File: src/rtl/alu_issue_stage.sv
`default_nettype none
// ============================================================================
// Module   : alu_issue_stage
// Brief    : Issue/capture wrapper around a 1-cycle registered ALU. Credits cap
//            in-flight ops at DEPTH so results always fit in the result FIFO.
//            Optional macro ALU_ISSUE_STATS_EN adds the stall_cnt_o counter.
// Revision : 1.0 - initial release
// ============================================================================
module alu_issue_stage #(
  parameter int WIDTH = 8,
  parameter int DEPTH = 4
) (
  input  logic             clk_i,
  input  logic             rst_ni,
  input  logic             in_valid_i,
  output logic             in_ready_o,
  input  logic [WIDTH-1:0] in_first_i,
  input  logic [WIDTH-1:0] in_second_i,
  input  logic [2:0]       in_opcode_i,
  output logic [WIDTH-1:0] alu_first_o,
  output logic [WIDTH-1:0] alu_second_o,
  output logic [2:0]       alu_opcode_o,
  input  logic [WIDTH-1:0] alu_result_i,
`ifdef ALU_ISSUE_STATS_EN
  output logic [15:0]      stall_cnt_o,
`endif
  output logic             out_valid_o,
  input  logic             out_ready_i,
  output logic [WIDTH-1:0] out_result_o,
  output logic [2:0]       out_opcode_o
);

  localparam int              c_AW    = (DEPTH > 1) ? $clog2(DEPTH) : 1;
  localparam int              c_CW    = c_AW + 1;
  localparam logic [c_CW-1:0] c_DEPTH = c_CW'(DEPTH);

  logic             w_accept;
  logic             w_pop;
  logic             w_push;
  logic [c_AW-1:0]  w_head;

  logic [WIDTH-1:0] r_alu_first;
  logic [WIDTH-1:0] r_alu_second;
  logic [2:0]       r_alu_opcode;
  logic             r_v1;
  logic             r_v2;
  logic [2:0]       r_tag2;
  logic [c_CW-1:0]  r_cnt;
  logic [c_CW-1:0]  r_wr_ptr;
  logic [c_CW-1:0]  r_rd_ptr;
  logic [WIDTH-1:0] r_mem_res [DEPTH];
  logic [2:0]       r_mem_op  [DEPTH];

  // in_ready_o depends on the credit counter only, never on same-cycle inputs.
  assign in_ready_o  = (r_cnt < c_DEPTH);
  assign w_accept    = in_valid_i && in_ready_o;
  assign out_valid_o = (r_wr_ptr != r_rd_ptr);
  assign w_pop       = out_valid_o && out_ready_i;
  assign w_push      = r_v2;
  assign w_head      = r_rd_ptr[c_AW-1:0];

  assign alu_first_o  = r_alu_first;
  assign alu_second_o = r_alu_second;
  assign alu_opcode_o = r_alu_opcode;

  // The operand opcode register doubles as the first stage of the tag pipeline.
  always_ff @(posedge clk_i or negedge rst_ni) begin
    if (!rst_ni) begin
      r_alu_first  <= '0;
      r_alu_second <= '0;
      r_alu_opcode <= '0;
      r_v1         <= 1'b0;
      r_v2         <= 1'b0;
      r_tag2       <= '0;
    end else begin
      if (w_accept) begin
        r_alu_first  <= in_first_i;
        r_alu_second <= in_second_i;
        r_alu_opcode <= in_opcode_i;
      end
      r_v1   <= w_accept;
      r_v2   <= r_v1;
      r_tag2 <= r_alu_opcode;
    end
  end

  always_ff @(posedge clk_i or negedge rst_ni) begin
    if (!rst_ni) begin
      r_cnt <= '0;
    end else begin
      case ({w_accept, w_pop})
        2'b10:   r_cnt <= r_cnt + c_CW'(1);
        2'b01:   r_cnt <= r_cnt - c_CW'(1);
        default: r_cnt <= r_cnt;
      endcase
    end
  end

  always_ff @(posedge clk_i or negedge rst_ni) begin
    if (!rst_ni) begin
      r_wr_ptr <= '0;
      r_rd_ptr <= '0;
    end else begin
      if (w_push) r_wr_ptr <= r_wr_ptr + c_CW'(1);
      if (w_pop)  r_rd_ptr <= r_rd_ptr + c_CW'(1);
    end
  end

  always_ff @(posedge clk_i) begin
    if (w_push) begin
      r_mem_res[r_wr_ptr[c_AW-1:0]] <= alu_result_i;
      r_mem_op[r_wr_ptr[c_AW-1:0]]  <= r_tag2;
    end
  end

  // Storage is not reset, so the head is masked to zero while the FIFO is empty.
  assign out_result_o = out_valid_o ? r_mem_res[w_head] : '0;
  assign out_opcode_o = out_valid_o ? r_mem_op[w_head]  : '0;

`ifdef ALU_ISSUE_STATS_EN
  logic [15:0] r_stall_cnt;

  always_ff @(posedge clk_i or negedge rst_ni) begin
    if (!rst_ni) begin
      r_stall_cnt <= '0;
    end else if (in_valid_i && !in_ready_o && (r_stall_cnt != 16'hFFFF)) begin
      r_stall_cnt <= r_stall_cnt + 16'd1;
    end
  end

  assign stall_cnt_o = r_stall_cnt;
`endif

endmodule
`default_nettype wire
File: config.mk
export PLATFORM = sky130hd
export DESIGN_NAME = alu_issue_stage
export DESIGN_NICKNAME = d
export VERILOG_FILES = /design/src/rtl/alu_issue_stage.sv
export SDC_FILE = /design/constraint.sdc
export NUM_CORES = 1
export LEC_CHECK = 0
export BUFFER_PORTS_ARGS = -buffer_cell sky130_fd_sc_hd__buf_2
export CAP_MARGIN = 20
export CORE_MARGIN = 5
export CORE_UTILIZATION = 54
export DETAILED_ROUTE_END_ITERATION = 6
export PLACE_DENSITY_LB_ADDON = 0.2
export SETUP_SLACK_MARGIN = 0.02
export SYNTH_ARGS = -nofsm -noshare
export SYNTH_HDL_FRONTEND = slang
export SYNTH_SLANG_ARGS = --single-unit
File: constraint.sdc
create_clock -name clk_i -period 2.4 [get_ports clk_i]
set_input_delay 0.48 -clock clk_i [delete_from_list [all_inputs] [get_ports clk_i]]
set_output_delay 0.48 -clock clk_i [all_outputs]
set_load 0.01 [all_outputs]
==> metrics.md <==
| Metric | Value |
|---|---|
| Final period utilization | `94.0%` |
| Worst skew pair latency | `0.33 ns` |
| DR pass1 iterations | `4` |
| Die ar. | `7430 µm²` |
| Number of synthesized register bits | `77` |
| Vias in the first global route | `1,833` |
| Layout Area Growth over Synthesis | `19.7%` |
| # placed instances | `300` |
| Register area share after synthesis | `68.5%` |
| Cells after synthesis | `167` |
| Origin of the worst setup path | `r_rd_ptr[0]` |
| Final hold vios | `0` |
| Row cnt | `27` |
| First-pass GRT wire length | `8.64 mm` |
| Max Root-Sink Buffers | `2` |
| Vias | `1,628` |
| Setup_tns | `0 ns` |
| Synth unique cells | `28` |
| Gr ovfl total | `0` |
| Worst EP required | `1.92 ns` |
| Ratio of cells with drive above 1 in the final layout | `50.0%` |
| Chip height | `86.2 µm` |
| Leakage power | `0.00157 µW` |
| H-tree depth | `3` |
| CP max-delay cell | `mux4_1` |
| Routed len/inst | `16.1 µm` |
| CP Cell Sequence | `buf_8, mux4_1, nor2b_1, buf_2` |
| Multi-input logic area | `930 µm²` |
| Starting density of the core | `56.2%` |
| RSZ-0062 raised after global routing | `no` |
| Clock Pin Slew Worst Setup and Hold Paths | `0.08 ns` |
| DR iter-0 viols | `44` |
| Power per Cell Area | `1340 nW/µm²` |
| Status | `completed` |
| Fillers | `412` |
| Worst setup EP type | `output port` |
| Type of the worst min-delay path | `in -> async` |
| Max Cap Viol | `0` |
| Worst reg2reg startpoint | `r_wr_ptr[1]` |
| VDD IR max | `0.690 mV` |
| PnR worst setup slack | `0.145 ns` |
| Slew margin rel. | `53.1%` |
| Detailed Place HPWL | `3.54 mm` |
| Flop2flop setup slack | `0.28 ns` |
| Drt drc | `0` |
| Fin. max-slew vios | `0` |
| Num CTS Buffers | `9` |
| Routed Antenna Nets | `0` |
| Syn avg cell area | `18.8 µm²` |
| Initial antenna violation count | `0` |
| Pre-CTS setup slack | `0.199 ns` |
| Max FO, Critical Path | `12` |
| Slew @ Worst Pin | `0.703 ns` |
| Top Ports | `63` |
| Crit path largest cell delay | `0.56 ns` |
| Syn_nets | `205` |
| Total GRT Usage | `15.4%` |
| CP startpoint kind | `register` |
| Mapped cell area | `3130 µm²` |
| Fin crit period | `2.26 ns` |
| Crit path DAT | `1.78 ns` |
| Fmax | `443 MHz` |
| Largest net degree at the start of global routing | `34` |
| Ant diodes | `0` |
| Post-Route WL | `5.08 mm` |
| Hold Buf Count CTS | `0` |
| Final Net Count | `277` |
| Core Area | `5570 µm²` |
| Layout Skew | `0.00927 ns` |
| TritonCTS Sinks | `77` |
| Yosys warnings | `0` |
| Die width | `86.2 µm` |
| Clock root cell | `clkbuf_8` |
| Routed vias/inst | `5.15` |
| Port bufs | `62` |
| Non-filler cells, final | `316` |
| CTS tree | `yes` |
| Endpoints failing setup | `0` |
| Placer Congestion | `0.776` |
| Register area | `2150 µm²` |
| Setup Crit Path Kind | `reg -> out` |
==> critical path, delay by kind of cell (launching register included) <==
family / cells / cell delay (ns)
buffers and inverters: 2 / 0.32
flip-flops: 1 / 0.42
multiplexers: 1 / 0.56
AND/OR/NAND/NOR: 1 / 0.14
==> layout make-up <==
cell class / instances / area share, %
Clock buffer: 10 / 3.40
Clock inverter: 6 / 1.63
Inverter: 9 / 0.901
Multi-Input combinational cell: 76 / 24.8
Sequential cell: 77 / 57.3
Tap cell: 72 / 2.40
Timing Repair Buffer: 66 / 9.61
==> power breakdown <==
| group | total [µW] | switching (µW) | leakage [µW] | internal (µW) |
|---|---|---|---|---|
| clock network | 920 | 440 | 0.000101 | 480 |
| logic | 2070 | 1010 | 0.000680 | 1050 |
| registers | 2050 | 218 | 0.000790 | 1840 |
==> cells in the mapped netlist <==
library cell / n / share of area (%)
nor2b_4: 9 / 4.0
xor2_1: 5 / 1.4
and2_1: 4 / 0.80
xor2_2: 1 / 0.52
nor2b_1: 3 / 0.60
o21ai_0: 2 / 0.32
a21o_1: 1 / 0.24
o311ai_1: 1 / 0.28
mux4_2: 9 / 6.5
fa_1: 1 / 0.64
nor3_2: 1 / 0.32
o21bai_1: 1 / 0.24
nor2_1: 1 / 0.12
ha_1: 6 / 2.4
edfxtp_1: 44 / 42
nand2_1: 1 / 0.12
nand2b_1: 1 / 0.20
o31ai_1: 1 / 0.24
buf_2: 3 / 0.48
buf_6: 2 / 0.72
mux2i_1: 1 / 0.32
nor4_1: 1 / 0.20
dfrtp_1: 33 / 26
xnor2_1: 4 / 1.1
inv_1: 9 / 1.1
mux4_1: 2 / 1.7
mux2_2: 19 / 6.8
nor3b_1: 1 / 0.24
==> metal layers <==
metal	part of all wire [%]	track usage (%)	wire (µm)
met1	42	18.0	2120
met2	46	25.1	2360
met3	11	6.94	545
met4	1.1	5.95	58
met5	0	0	0
==> stage by stage <==
step                area (µm²)  hold WS, ns  util [%]  total power [µW]
floorplan                 3130        0.184         -              3460
global placement          3550        0.335      63.6              4090
detailed placement        3550        0.339      63.6              4160
CTS                       3740        0.195      67.1              5100
global route              3750        0.223      67.3              5400
finish                    3750        0.187      67.3              5040
==> timing repair <==
| action | 4_1_cts | 5_1_grt |
|---|---|---|
| hold endpoints to repair | 0 | 0 |
| setup buffers | 0 | 0 |
| gates resized for setup | 1 | 3 |
| setup endpoints to repair | 9 | 4 |
==> registers in the layout, indices dropped and copies added (netlist names) <==
signal and cells:
alu_opcode_o 3, r_cnt 3, r_v2 1, alu_second_o 8, r_wr_ptr 3, r_mem_res 32, alu_first_o 8, r_rd_ptr 3
r_v1 1, r_tag2 3, r_mem_op 12
==> path summary, 6_finish.rpt <==
path                                         to  cells past startpoint
worst max-delay path            out_opcode_o[2]                      4
worst min register to register             r_v2                      0
worst max register to register         r_cnt[2]                      9
worst min-delay path             alu_first_o[1]                      1
min in group clk_i                         r_v2                      0
max in group asynchronous           r_rd_ptr[0]                      1
==> kinds of logic (layout without fill, tap and decap cells) <==
| group | Yosys count | count (layout) | synth area share, % |
|---|---|---|---|
| DFF | 77 | 77 | 68.5 |
| muxes | 31 | 31 | 15.3 |
| and+or+nand+nor | 22 | 22 | 6.55 |
| buffers and inverters | 14 | 91 | 2.28 |
| xor gates and xnor gates | 10 | 10 | 3.03 |
| adders and majority gates | 7 | 7 | 3.03 |
| AOI/OAI and AO/OA | 6 | 6 | 1.32 |
==> placed cells by master, fill, tap and decap left out, types with 2 or more instances in the layout <==
| cell type | synthesis | final |
|---|---|---|
| edfxtp_1 | 44 | 44 |
| inv_4 | 0 | 2 |
| ha_1 | 6 | 6 |
| xnor2_1 | 4 | 4 |
| clkbuf_8 | 0 | 9 |
| nor2b_4 | 9 | 9 |
| o21ai_0 | 2 | 2 |
| inv_1 | 9 | 9 |
| nor2b_1 | 3 | 3 |
| and2_1 | 4 | 4 |
| xor2_2 | 1 | 2 |
| buf_2 | 3 | 62 |
| mux2_2 | 19 | 19 |
| dfrtp_1 | 33 | 32 |
| buf_4 | 0 | 2 |
| clkinv_2 | 0 | 2 |
| xor2_1 | 5 | 4 |
| mux4_2 | 9 | 9 |
| mux4_1 | 2 | 2 |
Power figures use the tool's default switching activity.
